--- src/rtl/alu_pkg.sv ---
// Shared encodings for the ALU execution unit: ALUOp values, funct codes,
// 4-bit ALU control codes and the mul/div sequencing state.
package alu_pkg;

    localparam logic [1:0] ALUOP_ADD   = 2'd0;
    localparam logic [1:0] ALUOP_SUB   = 2'd1;
    localparam logic [1:0] ALUOP_RTYPE = 2'd2;
    localparam logic [1:0] ALUOP_ILL   = 2'd3;

    localparam logic [5:0] FN_MFHI  = 6'd16;
    localparam logic [5:0] FN_MFLO  = 6'd18;
    localparam logic [5:0] FN_MULT  = 6'd24;
    localparam logic [5:0] FN_MULTU = 6'd25;
    localparam logic [5:0] FN_DIV   = 6'd26;
    localparam logic [5:0] FN_DIVU  = 6'd27;
    localparam logic [5:0] FN_ADD   = 6'd32;
    localparam logic [5:0] FN_ADDU  = 6'd33;
    localparam logic [5:0] FN_SUB   = 6'd34;
    localparam logic [5:0] FN_SUBU  = 6'd35;
    localparam logic [5:0] FN_AND   = 6'd36;
    localparam logic [5:0] FN_OR    = 6'd37;
    localparam logic [5:0] FN_XOR   = 6'd38;
    localparam logic [5:0] FN_NOR   = 6'd39;
    localparam logic [5:0] FN_SLT   = 6'd42;
    localparam logic [5:0] FN_SLTU  = 6'd43;

    localparam logic [3:0] CTL_AND   = 4'd0;
    localparam logic [3:0] CTL_OR    = 4'd1;
    localparam logic [3:0] CTL_ADD   = 4'd2;
    localparam logic [3:0] CTL_MFHI  = 4'd3;
    localparam logic [3:0] CTL_MFLO  = 4'd4;
    localparam logic [3:0] CTL_SUB   = 4'd6;
    localparam logic [3:0] CTL_SLT   = 4'd7;
    localparam logic [3:0] CTL_SLTU  = 4'd8;
    localparam logic [3:0] CTL_MULT  = 4'd9;
    localparam logic [3:0] CTL_MULTU = 4'd10;
    localparam logic [3:0] CTL_DIV   = 4'd11;
    localparam logic [3:0] CTL_NOR   = 4'd12;
    localparam logic [3:0] CTL_XOR   = 4'd13;
    localparam logic [3:0] CTL_DIVU  = 4'd14;
    localparam logic [3:0] CTL_ILL   = 4'd15;

    typedef enum logic [1:0] {
        ST_IDLE = 2'd0,
        ST_MUL  = 2'd1,
        ST_DIV  = 2'd2,
        ST_FIX  = 2'd3
    } alu_state_e;

endpackage

--- src/rtl/alu_muldiv_seq.sv ---
// Iterative multiply/divide engine on operand magnitudes: radix-2 shift-add or
// restoring shift-subtract, one bit per cycle; sign correction is left to the caller.
module alu_muldiv_seq
    import alu_pkg::*;
#(
    parameter int WIDTH = 32
) (
    input  logic               clk,
    input  logic               rst_n,
    input  logic               start_i,
    input  logic               div_i,
    input  logic               signed_i,
    input  logic [WIDTH-1:0]   a_i,
    input  logic [WIDTH-1:0]   b_i,
    output logic               done_o,
    output logic [2*WIDTH-1:0] res_o
);

    localparam int CW = $clog2(WIDTH + 1);
    localparam logic [CW-1:0] CNT_MAX = CW'(WIDTH);

    logic             busy_q;
    logic [CW-1:0]    cnt_q;
    logic             div_q;
    logic [WIDTH:0]   hi_q;
    logic [WIDTH-1:0] lo_q;
    logic [WIDTH-1:0] dvs_q;
    logic [WIDTH-1:0] mag_a_s;
    logic [WIDTH-1:0] mag_b_s;
    logic [WIDTH:0]   add_s;
    logic [WIDTH:0]   rsh_s;
    logic [WIDTH:0]   sub_s;
    logic [WIDTH:0]   hi_n_s;
    logic [WIDTH-1:0] lo_n_s;

    assign mag_a_s = (signed_i && a_i[WIDTH-1]) ? -a_i : a_i;
    assign mag_b_s = (signed_i && b_i[WIDTH-1]) ? -b_i : b_i;

    // One iteration step; hi holds the partial product or the running remainder
    always_comb begin
        hi_n_s = hi_q;
        lo_n_s = lo_q;
        add_s  = lo_q[0] ? (hi_q + {1'b0, dvs_q}) : hi_q;
        rsh_s  = {hi_q[WIDTH-1:0], lo_q[WIDTH-1]};
        sub_s  = rsh_s - {1'b0, dvs_q};
        if (div_q) begin
            if (!sub_s[WIDTH]) begin
                hi_n_s = sub_s;
                lo_n_s = {lo_q[WIDTH-2:0], 1'b1};
            end else begin
                hi_n_s = rsh_s;
                lo_n_s = {lo_q[WIDTH-2:0], 1'b0};
            end
        end else begin
            hi_n_s = {1'b0, add_s[WIDTH:1]};
            lo_n_s = {add_s[0], lo_q[WIDTH-1:1]};
        end
    end

    // Load on start, then iterate exactly WIDTH times and hold until done is consumed
    always_ff @(posedge clk or negedge rst_n) begin
        if (!rst_n) begin
            busy_q <= 1'b0;
            cnt_q  <= {CW{1'b0}};
            div_q  <= 1'b0;
            hi_q   <= {(WIDTH+1){1'b0}};
            lo_q   <= {WIDTH{1'b0}};
            dvs_q  <= {WIDTH{1'b0}};
        end else if (start_i) begin
            busy_q <= 1'b1;
            cnt_q  <= {CW{1'b0}};
            div_q  <= div_i;
            hi_q   <= {(WIDTH+1){1'b0}};
            lo_q   <= mag_a_s;
            dvs_q  <= mag_b_s;
        end else if (busy_q) begin
            if (cnt_q != CNT_MAX) begin
                hi_q  <= hi_n_s;
                lo_q  <= lo_n_s;
                cnt_q <= cnt_q + CW'(1);
            end else begin
                busy_q <= 1'b0;
            end
        end
    end

    assign done_o = busy_q && (cnt_q == CNT_MAX);
    assign res_o  = {hi_q[WIDTH-1:0], lo_q};

endmodule

--- src/rtl/alu_exec_unit.sv ---
// ALU execution unit: decodes ALUOp/funct, runs single-cycle ops directly and
// mul/div through the iterative engine, returning a registered result with valid/ready.
module alu_exec_unit
    import alu_pkg::*;
#(
    parameter int WIDTH      = 32,
    parameter bit HAS_MULDIV = 1'b1
) (
    input  logic             clk,
    input  logic             rst_n,
    input  logic             in_valid,
    output logic             in_ready,
    input  logic [1:0]       alu_op,
    input  logic [5:0]       func_code,
    input  logic [WIDTH-1:0] a,
    input  logic [WIDTH-1:0] b,
    output logic             out_valid,
    output logic [WIDTH-1:0] result,
    output logic             zero,
    output logic             overflow,
    output logic             illegal,
    output logic [3:0]       alu_ctl
);

    localparam bit MD_EN = HAS_MULDIV;

    alu_state_e state_q, state_d;

    logic             out_valid_q, out_valid_d;
    logic [WIDTH-1:0] result_q, result_d;
    logic             zero_q, zero_d;
    logic             ovf_q, ovf_d;
    logic             ill_q, ill_d;
    logic [3:0]       ctl_q, ctl_d;
    logic [WIDTH-1:0] hi_q, hi_d;
    logic [WIDTH-1:0] lo_q, lo_d;

    logic [WIDTH-1:0] md_a_q, md_b_q;
    logic [3:0]       md_ctl_q;
    logic             md_signed_q, md_div_q;

    logic [WIDTH-1:0]   sum_s, diff_s, res_s;
    logic               add_ovf_s, sub_ovf_s, ovf_s, ill_s;
    logic [3:0]         ctl_s;
    logic               md_sel_s, md_start_s, md_done_s, md_div_s, md_signed_s;
    logic [2*WIDTH-1:0] md_res_s;
    logic [WIDTH-1:0]   md_hi_s, md_lo_s;

    assign sum_s       = a + b;
    assign diff_s      = a - b;
    assign add_ovf_s   = (a[WIDTH-1] == b[WIDTH-1]) && (sum_s[WIDTH-1] != a[WIDTH-1]);
    assign sub_ovf_s   = (a[WIDTH-1] != b[WIDTH-1]) && (diff_s[WIDTH-1] != a[WIDTH-1]);
    assign md_div_s    = func_code[1];
    assign md_signed_s = ~func_code[0];

    // Operation decode and single-cycle datapath
    always_comb begin
        ctl_s    = CTL_ILL;
        res_s    = {WIDTH{1'b0}};
        ovf_s    = 1'b0;
        ill_s    = 1'b1;
        md_sel_s = 1'b0;
        case (alu_op)
            ALUOP_ADD: begin ctl_s = CTL_ADD; res_s = sum_s;  ovf_s = add_ovf_s; ill_s = 1'b0; end
            ALUOP_SUB: begin ctl_s = CTL_SUB; res_s = diff_s; ovf_s = sub_ovf_s; ill_s = 1'b0; end
            ALUOP_RTYPE: begin
                ill_s = 1'b0;
                case (func_code)
                    FN_ADD:  begin ctl_s = CTL_ADD;  res_s = sum_s;  ovf_s = add_ovf_s; end
                    FN_ADDU: begin ctl_s = CTL_ADD;  res_s = sum_s;  end
                    FN_SUB:  begin ctl_s = CTL_SUB;  res_s = diff_s; ovf_s = sub_ovf_s; end
                    FN_SUBU: begin ctl_s = CTL_SUB;  res_s = diff_s; end
                    FN_AND:  begin ctl_s = CTL_AND;  res_s = a & b; end
                    FN_OR:   begin ctl_s = CTL_OR;   res_s = a | b; end
                    FN_XOR:  begin ctl_s = CTL_XOR;  res_s = a ^ b; end
                    FN_NOR:  begin ctl_s = CTL_NOR;  res_s = ~(a | b); end
                    FN_SLT:  begin ctl_s = CTL_SLT;  res_s = {{(WIDTH-1){1'b0}}, $signed(a) < $signed(b)}; end
                    FN_SLTU: begin ctl_s = CTL_SLTU; res_s = {{(WIDTH-1){1'b0}}, a < b}; end
                    FN_MFHI, FN_MFLO, FN_MULT, FN_MULTU, FN_DIV, FN_DIVU: begin
                        if (MD_EN) begin
                            case (func_code)
                                FN_MFHI:  begin ctl_s = CTL_MFHI;  res_s = hi_q; end
                                FN_MFLO:  begin ctl_s = CTL_MFLO;  res_s = lo_q; end
                                FN_MULT:  begin ctl_s = CTL_MULT;  md_sel_s = 1'b1; end
                                FN_MULTU: begin ctl_s = CTL_MULTU; md_sel_s = 1'b1; end
                                FN_DIV:   begin ctl_s = CTL_DIV;   md_sel_s = 1'b1; end
                                FN_DIVU:  begin ctl_s = CTL_DIVU;  md_sel_s = 1'b1; end
                                default:  begin ctl_s = CTL_ILL;   ill_s = 1'b1; end
                            endcase
                        end else begin
                            ctl_s = CTL_ILL;
                            ill_s = 1'b1;
                        end
                    end
                    default: begin ctl_s = CTL_ILL; ill_s = 1'b1; end
                endcase
            end
            ALUOP_ILL: begin ctl_s = CTL_ILL; ill_s = 1'b1; end
            default:   begin ctl_s = CTL_ILL; ill_s = 1'b1; end
        endcase
    end

    generate
        if (HAS_MULDIV) begin : g_md
            alu_muldiv_seq #(.WIDTH(WIDTH)) u_seq (
                .clk      (clk),
                .rst_n    (rst_n),
                .start_i  (md_start_s),
                .div_i    (md_div_s),
                .signed_i (md_signed_s),
                .a_i      (a),
                .b_i      (b),
                .done_o   (md_done_s),
                .res_o    (md_res_s)
            );
        end else begin : g_no_md
            assign md_done_s = 1'b0;
            assign md_res_s  = {(2*WIDTH){1'b0}};
        end
    endgenerate

    // Sign correction of the magnitude result; divide-by-zero bypasses it entirely
    always_comb begin
        md_hi_s = md_res_s[2*WIDTH-1:WIDTH];
        md_lo_s = md_res_s[WIDTH-1:0];
        if (!md_div_q) begin
            if (md_signed_q && (md_a_q[WIDTH-1] ^ md_b_q[WIDTH-1])) begin
                {md_hi_s, md_lo_s} = -md_res_s;
            end else begin
                {md_hi_s, md_lo_s} = md_res_s;
            end
        end else if (md_b_q == {WIDTH{1'b0}}) begin
            md_lo_s = {WIDTH{1'b1}};
            md_hi_s = md_a_q;
        end else begin
            md_lo_s = (md_signed_q && (md_a_q[WIDTH-1] ^ md_b_q[WIDTH-1]))
                      ? -md_res_s[WIDTH-1:0] : md_res_s[WIDTH-1:0];
            md_hi_s = (md_signed_q && md_a_q[WIDTH-1])
                      ? -md_res_s[2*WIDTH-1:WIDTH] : md_res_s[2*WIDTH-1:WIDTH];
        end
    end

    // Next-state and output-register logic of the sequencing FSM
    always_comb begin
        state_d     = state_q;
        out_valid_d = 1'b0;
        result_d    = result_q;
        zero_d      = zero_q;
        ovf_d       = ovf_q;
        ill_d       = ill_q;
        ctl_d       = ctl_q;
        hi_d        = hi_q;
        lo_d        = lo_q;
        md_start_s  = 1'b0;
        case (state_q)
            ST_IDLE: begin
                if (in_valid && md_sel_s) begin
                    md_start_s = 1'b1;
                    state_d    = md_div_s ? ST_DIV : ST_MUL;
                end else if (in_valid) begin
                    out_valid_d = 1'b1;
                    result_d    = res_s;
                    zero_d      = (res_s == {WIDTH{1'b0}});
                    ovf_d       = ovf_s;
                    ill_d       = ill_s;
                    ctl_d       = ctl_s;
                end else begin
                    state_d = ST_IDLE;
                end
            end
            ST_MUL, ST_DIV: begin
                if (md_done_s) begin
                    state_d = ST_FIX;
                end else begin
                    state_d = state_q;
                end
            end
            ST_FIX: begin
                state_d     = ST_IDLE;
                out_valid_d = 1'b1;
                hi_d        = md_hi_s;
                lo_d        = md_lo_s;
                result_d    = md_lo_s;
                zero_d      = (md_lo_s == {WIDTH{1'b0}});
                ovf_d       = 1'b0;
                ill_d       = 1'b0;
                ctl_d       = md_ctl_q;
            end
            default: state_d = ST_IDLE;
        endcase
    end

    // State, result and HI/LO registers
    always_ff @(posedge clk or negedge rst_n) begin
        if (!rst_n) begin
            state_q     <= ST_IDLE;
            out_valid_q <= 1'b0;
            result_q    <= {WIDTH{1'b0}};
            zero_q      <= 1'b1;
            ovf_q       <= 1'b0;
            ill_q       <= 1'b0;
            ctl_q       <= 4'd0;
            hi_q        <= {WIDTH{1'b0}};
            lo_q        <= {WIDTH{1'b0}};
        end else begin
            state_q     <= state_d;
            out_valid_q <= out_valid_d;
            result_q    <= result_d;
            zero_q      <= zero_d;
            ovf_q       <= ovf_d;
            ill_q       <= ill_d;
            ctl_q       <= ctl_d;
            hi_q        <= hi_d;
            lo_q        <= lo_d;
        end
    end

    // Operand signs and op code kept for the FIX step
    always_ff @(posedge clk or negedge rst_n) begin
        if (!rst_n) begin
            md_a_q      <= {WIDTH{1'b0}};
            md_b_q      <= {WIDTH{1'b0}};
            md_ctl_q    <= 4'd0;
            md_signed_q <= 1'b0;
            md_div_q    <= 1'b0;
        end else if (md_start_s) begin
            md_a_q      <= a;
            md_b_q      <= b;
            md_ctl_q    <= ctl_s;
            md_signed_q <= md_signed_s;
            md_div_q    <= md_div_s;
        end
    end

    assign in_ready  = (state_q == ST_IDLE);
    assign out_valid = out_valid_q;
    assign result    = result_q;
    assign zero      = zero_q;
    assign overflow  = ovf_q;
    assign illegal   = ill_q;
    assign alu_ctl   = ctl_q;

endmodule
--- config.mk ---
export PLATFORM = sky130hd
export DESIGN_NAME = alu_exec_unit
export DESIGN_NICKNAME = d
export VERILOG_FILES = /design/src/rtl/alu_pkg.sv /design/src/rtl/alu_muldiv_seq.sv /design/src/rtl/alu_exec_unit.sv
export SDC_FILE = /design/constraint.sdc
export NUM_CORES = 1
export LEC_CHECK = 0
export ABC_AREA = 0
export BUFFER_PORTS_ARGS = -buffer_cell sky130_fd_sc_hd__buf_2
export CORE_MARGIN = 1.5
export CORE_UTILIZATION = 35
export DETAILED_ROUTE_END_ITERATION = 7
export PLACE_DENSITY = 0.46
export SYNTH_ARGS = -nofsm -noshare
export SYNTH_HDL_FRONTEND = slang
export SYNTH_HIERARCHICAL = 1
export SYNTH_SLANG_ARGS = --single-unit
--- constraint.sdc ---
create_clock -name clk -period 5.1 [get_ports clk]
set_input_delay 1.275 -clock clk [delete_from_list [all_inputs] [get_ports clk]]
set_output_delay 1.275 -clock clk [all_outputs]
set_load 0.01 [all_outputs]
==> results.txt, run 1 <==
Wires add up to 139600 µm. Summed area of non-filler cells in the final layout: 31910 µm². For the sequential cell area fraction in the yosys report, the log shows 26.47%.

Reg-to-reg startpoint: g_md.u_seq/lo_q[31]. The final HPWL from detailed placement is 113000 µm, and the final number of max-transition violations is 0. Fraction of power spent switching nets: 51.40%. The flow ran to the end, but the final reports show violations.

The logs give 7037 µm² for the footprint of the flip-flops and latches and 29150 for the number of vias in the routed layout. The standard-cell row count is 100, and the number of hold-repair buffers added at the cts stage is 0. First-pass detailed-route iteration total: 8. At the pin with the least slew margin, the transition time is 1099 ps. The classification of the worst setup path was in2reg.

The number of nets handed over by synthesis was 3649. Entering global routing, the biggest net connects 106 pins. In this run the power spent charging and discharging nets is 8906 µW. Buffers inserted during clock tree synthesis total 38. The number of inserted filler cells in the final layout came out at 7702.

Global routing finished with a remaining overflow of 0. For the buffers inserted during post-CTS setup optimization, the log shows 0. For the area of the mapped netlist, the log shows 26570 µm². The combined global-route utilization of all metal layers is 35.05%, and the critical-path maximum fanout is 7.

The clock network accounts for 16.1% of the total power. The height of the die was 278.5 µm. Leaving out fill and tap cells, the most frequent cell in the layout is sky130_fd_sc_hd__buf_4. The worst path needs 4936 ps of the cycle, external delays included. The clock reaches the later pin of the worst-skew pair after 610 ps.

Cells with a size suffix above 1 make up 19.01% of the layout. Timing would allow up to 202.6 MHz. The run gives 6 as the number of antenna violations at the first check in global routing. Once detail routing completed, the nets flagged for antenna violations numbered 0. The core outline area is 74820 µm². Nature of the critical path endpoint: a register.

Once the floorplan was initialized, standard cells occupied 35.51% of the core. The die covers 77560 µm². The routed via count divided by cell count works out to 6.151. The root buffer cell chosen for the clock tree is sky130_fd_sc_hd__clkbuf_16. The library cells used most frequently in the layout, excluding fill and tap cells, are sky130_fd_sc_hd__buf_4, sky130_fd_sc_hd__nor2_1, sky130_fd_sc_hd__a21oi_1. For flop-to-flop paths, the worst setup slack is 350 ps. The DRC violations left was 1; the worst ir drop on vdd was 0.3670 mV.

The count of flip-flops with a built-in enable after synthesis came out at 0. The arrival time reported for the critical path endpoint was 5460 ps; the final clock period utilization by the worst path was 96.78%. The number of global-route vias before repair is 27960, and the ratio of total power to cell area is 543.0 nW/µm².

Number of register bits inferred by synthesis: 281. Sequential cells account for 23.7% of the total power. The checks that failed: DRC. Clock tree synthesis found a total of 281 sinks. The element type at the critical path start was a primary input. Setup repair after global routing left no endpoint under its margin. The run gives 30640 µm² as the post-place instance area. The worst clock skew is 36.35 ps, and the post-layout total power is 17330 µW.

116 I/O pins were placed. After clock tree synthesis, the clock-pin slew on the worst setup and hold paths is 60 ps. The tightest min-delay check is of the reg2reg type. The global-route wire length before repair came out at 198600 µm. For this design the static power due to leakage is 0.01447 µW. Relative to the synthesized area, the layout overhead comes to 20.12%. The longest clock path from root to sink contains 3 buffers. Dividing the detail-routed wire length by the instance count gives 29.45 µm.

The congestion estimate from routability-driven global placement came to 1.017. The horizontal die dimension works out to 278.5 µm. TritonCTS built the clock tree.

In the final layout, the multi-input gates occupy 17890 µm². Share of flip-flops with an asynchronous set or reset: 100.0%. The number of design-rule violations left by the first detailed-router iteration came out at 2968.

The run gives 6 as the count of synthesis-stage warnings from yosys. The port buffer count came out at 115. Setup violations remaining at the end of the flow were counted as 0. The H-tree was split into 2 levels. The total count of hold-check failures in the final report was 0.

The worst flop-to-flop path endpoint was g_md.u_seq/hi_q[21]. The cell-internal power was 8420 µW. Of the total power, combinational logic draws 60.3%. The tools report the number of standard cells after synthesis as 3401.

The endpoint of the most critical setup path was zero. In this run the mean area of a mapped cell was 7.811 µm². The number of different library cells in the post-synthesis netlist was 101; the relative slew slack was 25.94%. In the final design database the tool counted 3988 nets. The beginning of the critical path was b[14]. For the count of max-cap constraint violations, the log shows 0. For this run, the leading register cell type out of synthesis is sky130_fd_sc_hd__dfrtp_1. The required time at the endpoint of the critical path came out at 5630 ps. The depth of the worst register-to-register path was 16.
-- power groups by stage --
stage | registers [µW] | clock network, µW | logic, µW
finish | 4100 | 2780 | 10400
global route | 4160 | 2910 | 11200
CTS | 4060 | 2840 | 10300
detailed placement | 4090 | 0 | 10200
global placement | 4070 | 0 | 10200
floorplan | 3680 | 0 | 6470
-- layout make-up --
cell class	instances	share of cell area [%]
multi-input combinational	2710	56.06
sequential	281	22.05
timing repair buffer	537	12.08
tap	969	3.799
clock buffer	49	3.329
inverter	172	2.039
clock inverter	18	0.6234
antenna	3	0.02353
-- timing repair --
action / in CTS / in global routing
setup endpoints to repair: 0 / 1
resized for setup: 0 / 1
hold endpoints to repair: 0 / 0
-- cell families after synthesis --
| logic type | count (synthesis) | synth area share [%] |
|---|---|---|
| and+or+nand+nor | 1060 | 18.77 |
| buffers and inverters | 410 | 6.467 |
| AOI/OAI and AO/OA | 1158 | 28.90 |
| xor gates and xnor gates | 230 | 7.583 |
| DFF | 281 | 26.47 |
| adders and majority gates | 173 | 8.261 |
| muxes | 89 | 3.542 |
-- cell usage after synthesis (15+ instances only) --
cell	n	area, µm²
sky130_fd_sc_hd__a211oi_1	68	510.5
sky130_fd_sc_hd__a21o_1	56	420.4
sky130_fd_sc_hd__a21oi_1	349	1747
sky130_fd_sc_hd__a221o_1	23	230.2
sky130_fd_sc_hd__a221oi_1	29	254.0
sky130_fd_sc_hd__a222oi_1	33	330.3
sky130_fd_sc_hd__a22oi_1	39	292.8
sky130_fd_sc_hd__a31oi_1	45	281.5
sky130_fd_sc_hd__and2_1	16	100.1
sky130_fd_sc_hd__and3_1	18	112.6
sky130_fd_sc_hd__buf_1	25	93.84
sky130_fd_sc_hd__buf_2	16	80.08
sky130_fd_sc_hd__buf_4	38	285.3
sky130_fd_sc_hd__clkbuf_1	156	585.6
sky130_fd_sc_hd__dfrtp_1	280	7007
sky130_fd_sc_hd__ha_1	169	2115
sky130_fd_sc_hd__inv_1	167	626.9
sky130_fd_sc_hd__mux2_2	40	450.4
sky130_fd_sc_hd__mux2i_1	49	490.5
sky130_fd_sc_hd__nand2_1	307	1152
sky130_fd_sc_hd__nand2b_1	35	219.0
sky130_fd_sc_hd__nand3_1	65	325.3
sky130_fd_sc_hd__nand4_1	30	187.7
sky130_fd_sc_hd__nor2_1	351	1318
sky130_fd_sc_hd__nor2b_1	34	212.7
sky130_fd_sc_hd__nor3_1	64	320.3
sky130_fd_sc_hd__nor4_1	45	281.5
sky130_fd_sc_hd__o211ai_1	31	232.7
sky130_fd_sc_hd__o21a_1	28	210.2
sky130_fd_sc_hd__o21ai_0	208	1041
sky130_fd_sc_hd__o21bai_1	20	150.1
sky130_fd_sc_hd__o221ai_1	31	271.5
sky130_fd_sc_hd__o22ai_1	19	118.9
sky130_fd_sc_hd__o31ai_1	39	292.8
sky130_fd_sc_hd__o41ai_1	15	131.4
sky130_fd_sc_hd__or3_1	20	125.1
sky130_fd_sc_hd__xnor2_1	98	858.3
sky130_fd_sc_hd__xor2_1	132	1156
-- worst min path at each step --
stage	startpoint	endpoint	slack [ps]	cells after the start
after floorplan	md_ctl_q[3]	md_ctl_q[3]	440	1
after global placement	md_ctl_q[3]	md_ctl_q[3]	460	1
after detailed placement	result[28]	result[28]	470	2
after CTS	result[18]	result[18]	480	2
after global routing	lo_q[28]	lo_q[28]	500	1
final	result[28]	result[28]	470	2
-- registers in the layout, indices dropped and copies added, names as in the netlist, 2 cells and up --
name	flops
alu_ctl	4
g_md.u_seq/cnt_q	6
g_md.u_seq/dvs_q	32
g_md.u_seq/hi_q	33
g_md.u_seq/lo_q	32
hi_q	32
lo_q	32
md_a_q	32
md_b_q	32
md_ctl_q	4
result	32
state_q	2
-- worst max-delay path, stage by stage --
cell	delay, ps
sky130_fd_sc_hd__buf_2	150
sky130_fd_sc_hd__inv_1	80
sky130_fd_sc_hd__ha_1	420
sky130_fd_sc_hd__nor4_1	650
sky130_fd_sc_hd__nand4_1	240
sky130_fd_sc_hd__nor2_1	210
sky130_fd_sc_hd__buf_4	150
sky130_fd_sc_hd__o31ai_1	110
sky130_fd_sc_hd__buf_4	170
sky130_fd_sc_hd__nand3_1	50
sky130_fd_sc_hd__o311ai_0	300
sky130_fd_sc_hd__buf_4	260
sky130_fd_sc_hd__o21ai_1	270
sky130_fd_sc_hd__buf_4	170
sky130_fd_sc_hd__o211a_1	200
sky130_fd_sc_hd__nand3_1	200
sky130_fd_sc_hd__or3_1	380
sky130_fd_sc_hd__o211ai_2	160
-- through the flow --
step	TNS (ps)	setup slack (ps)	instances	hold WS [ps]	util (%)
after floorplan	0	296.5	3401	435.0	-
after global placement	-1256	-724.4	4669	458.6	40.95
after detailed placement	-1096	-628.6	4669	465.2	40.95
after CTS	0	0.4681	4736	478.4	42.64
after global routing	0	73.31	4736	497.2	42.64
final	0	164.4	4739	469.4	42.65
-- per-layer routing --
layer	GRT usage, %	up-vias	wire (µm)
met5	0	-	0
met4	15.80	0	6887
met3	5.322	253	10170
met2	55.99	1332	62920
met1	46.64	14420	59570
li1	-	13150	-
No activity file was read; power rests on OpenSTA's default activity.
==> run 2, diff against run 1 <==
BUFFER_PORTS_ARGS = -buffer_cell sky130_fd_sc_hd__clkbuf_2   (was -buffer_cell sky130_fd_sc_hd__buf_2)
==> run 2 against run 1 <==
Compared with the run above: the run now ends clean; clock power grew 8.3%; count of clock-buffer cells in the layout shrank 2; register-to-register slack gained 310 ps; sequential power is essentially flat; critical endpoint unchanged.
==> results.txt, run 2 (synthesis results as in run 1) <==
The run gives 5610 ps (-20 ps) as the required time at the endpoint of the critical path. The initial core utilization is 35.51% (unchanged), and the number of clock sinks seen by CTS is 281 (unchanged). The element type at the critical path start is a primary input. Cell at the root of the clock tree: sky130_fd_sc_hd__clkbuf_16.

The first-pass detailed-route iteration total is 8 (unchanged). The DRC violations left came out at 0 (-1). For the arrival time reported for the critical path endpoint, the log shows 5480 ps (+20 ps). Most prevalent standard cell on the critical path: sky130_fd_sc_hd__buf_4. For the post-layout total power, the log shows 17710 µW (+2.2%). The final-layout worst hold slack is 473.3 ps (+3.859 ps).

Among all stages on the critical path, the largest delay is contributed by sky130_fd_sc_hd__o21ai_0. The tools report the total I/O pin count as 116 (unchanged). The summed area of non-filler cells in the final layout came out at 32280 µm² (+1.2%). The routed via count divided by cell count works out to 6.128 (-0.38%). The number of global-route vias before repair was 27960 (+0.018%). The worst hold path belongs to the class reg2reg.

The minimum period implied by the final worst setup slack was 4970 ps (+34.11 ps). The final number of max-transition violations came out at 0 (unchanged). The number of design-rule violations left by the first detailed-router iteration came out at 3616 (+22%). The global-route wire length before repair is 199100 µm (+0.27%), and the critical-path maximum fanout is 2 (-5). For the relative slew slack, the log shows 8.176% (-18 points). The run gives 0 (unchanged) as the count of max-cap constraint violations. Total of endpoints with negative setup slack in the final report: 0 (unchanged).

The tools report the number of inserted filler cells in the final layout as 7733 (+0.40%). The post-CTS resize count was 0 (unchanged); the fraction of layout cells with a size suffix above 1 was 19.89% (+0.88 points). The number of hold-repair buffers added at the cts stage was 0 (unchanged); the sum of overflow across all layers after global routing was 0 (unchanged).

Setup repair after global routing left no endpoint under its margin. The post-placement cell count was 4704 (+0.75%); the height of the die was 278.5 µm (unchanged). The number of flip-flops under the largest register name is 33 (unchanged). The run finished with clean final reports. The port buffer count was 115 (unchanged); the core outline area was 74820 µm² (unchanged). The signal on the critical path passes through clkbuf_2, inv_1, ha_1, fa_1, nor3_2, o31ai_2, buf_4, a211oi_1, buf_4, o31ai_1, buf_4, nand3_1, o311ai_0, o21ai_0, buf_4, o211a_1, nand3_1, or3_1, o211ai_2.

The top register by number of flip-flops was g_md.u_seq/hi_q. The wire length after detailed routing was 139500 µm (about the same); the clock-pin transition on the worst setup and hold timing paths was 60 ps (about the same). The number of non-filler instances in the completed layout is 4776 (+0.78%), and the area occupied by multi-input gates is 17890 µm² (about the same). The horizontal die dimension was 278.5 µm (unchanged).

The combined global-route utilization of all metal layers was 35.15% (+0.098 points). The transition at the pin with the smallest max-transition slack is 1343 ps (+243.4 ps), and the maximum number of buffers from clock root to sink is 3 (unchanged). The footprint of the flip-flops and latches is 7037 µm² (unchanged), and the highest achievable clock rate is 201.2 MHz (-0.69%). TritonCTS built the clock tree.

The total count of hold-check failures in the final report is 0 (unchanged), and the leakage power figure is 0.01469 µW (+1.5%). The final clock period utilization by the worst path works out to 97.45% (+0.67 points). Number of antenna violations at the first check in global routing: 7 (+1). In the layout the commonest cells are sky130_fd_sc_hd__buf_4, sky130_fd_sc_hd__nor2_1, sky130_fd_sc_hd__a21oi_1. The tools report the number of levels the H-tree was split into as 2 (unchanged).

The tools report the die area as 77560 µm² (unchanged). STA classifies the critical path endpoint as a register. Buffers inserted during post-CTS setup optimization: 0 (unchanged). The classification of the worst setup path was in2reg. The end-of-flow core utilization is 43.15% (+0.50 points), and the critical path's largest stage delay is 460 ps (-190 ps). The final RePlAce weighted congestion came out at 1.072 (+5.4%). Leaving out fill and tap cells, the most frequent cell in the layout is sky130_fd_sc_hd__buf_4. The tools report the later-pin clock latency in the skew report as 590 ps (-20 ps). Worst ir drop on vdd: 0.2945 mV (-20%).

The logs give 4024 (+0.90%) for the net count reported at finish and 100 (unchanged) for the standard-cell row count. The logs give 18.20 ps (-18.15 ps) for the worst clock skew and 113500 µm (+0.42%) for the final HPWL from detailed placement. Area added between synthesis and finish: 21.52%.

The number of nets still failing antenna checks after routing came out at 0 (unchanged). The logs give 39 (+2.6%) for the total CTS buffers and 98 (-7.5%) for the largest net degree at the start of global routing. The run gives 29270 (+0.40%) as the number of vias in the routed layout. Post-place instance area: 30890 µm² (+0.80%).

The average routed wire per standard cell was 29.21 µm (-0.80%); the ratio of total power to cell area was 548.7 nW/µm² (+1.1%).
-- run 2: cell count changes in the layout (fill, tap and decap cells not counted), moves of 2 or more --
cell	delta
sky130_fd_sc_hd__diode_2	-2
sky130_fd_sc_hd__buf_4	+36
sky130_fd_sc_hd__clkinv_4	-4
sky130_fd_sc_hd__buf_2	-114
sky130_fd_sc_hd__clkbuf_2	+114
sky130_fd_sc_hd__bufinv_16	+5
sky130_fd_sc_hd__inv_6	-2
sky130_fd_sc_hd__clkinvlp_4	+6
sky130_fd_sc_hd__clkbuf_8	-3
-- run 2: metal layers --
layer  vias to the layer above  track usage [%]  part of all wire (%)
met4                         8            15.22                   5.0
met5                         -                0                 0.037
met2                      1408            53.88                    43
li1                      13190                -                     -
met3                       260            6.498                   8.3
met1                     14400            48.14                    44
-- run 2: worst max-delay path: cells and delay by family --
family	cells	cell delay, ps
AOI/OAI and AO/OA	7	1800
buffers and inverters	6	890
and+or+nand+nor	4	860
adders and majority gates	2	670
-- run 2: through the flow --
stage | setup TNS [ps] | setup WS [ps]
2_1_floorplan | 0 | 296.5
3_3_place_gp | -674.7 | -463.3
3_5_place_dp | -768.8 | -500.5
4_1_cts | 0 | 116.5
5_1_grt | 0 | 17.43
6_report | 0 | 130.3
-- run 2: path summary, 6_finish.rpt --
check / from / end / slack, ps / cells after the start
max: a[0] / zero / 130 / 19
min: result[6] / result[6] / 470 / 2
max reg2reg: g_md.u_seq/dvs_q[2] / g_md.u_seq/hi_q[29] / 660 / 18
min reg2reg: result[6] / result[6] / 470 / 2
max in group asynchronous: rst_n / g_md.u_seq/dvs_q[24] / 3410 / 2
min in group asynchronous: rst_n / g_md.u_seq/cnt_q[2] / 660 / 1
-- run 2: cell type report --
class                      count  area share, %
clock inverter                24          1.043
timing repair buffer         572          12.71
inverter                     172          2.015
sequential                   281          21.80
multi-input combinational   2710          55.43
antenna                        1       0.007751
clock buffer                  47          3.240
tap                          969          3.756
-- run 2: report_power, final --
group | total [µW] | switching, µW | internal (µW)
logic | 10600 | 6690 | 3950
registers | 4070 | 1030 | 3040
clock network | 3010 | 1220 | 1790
total | 17700 | 8940 | 8770
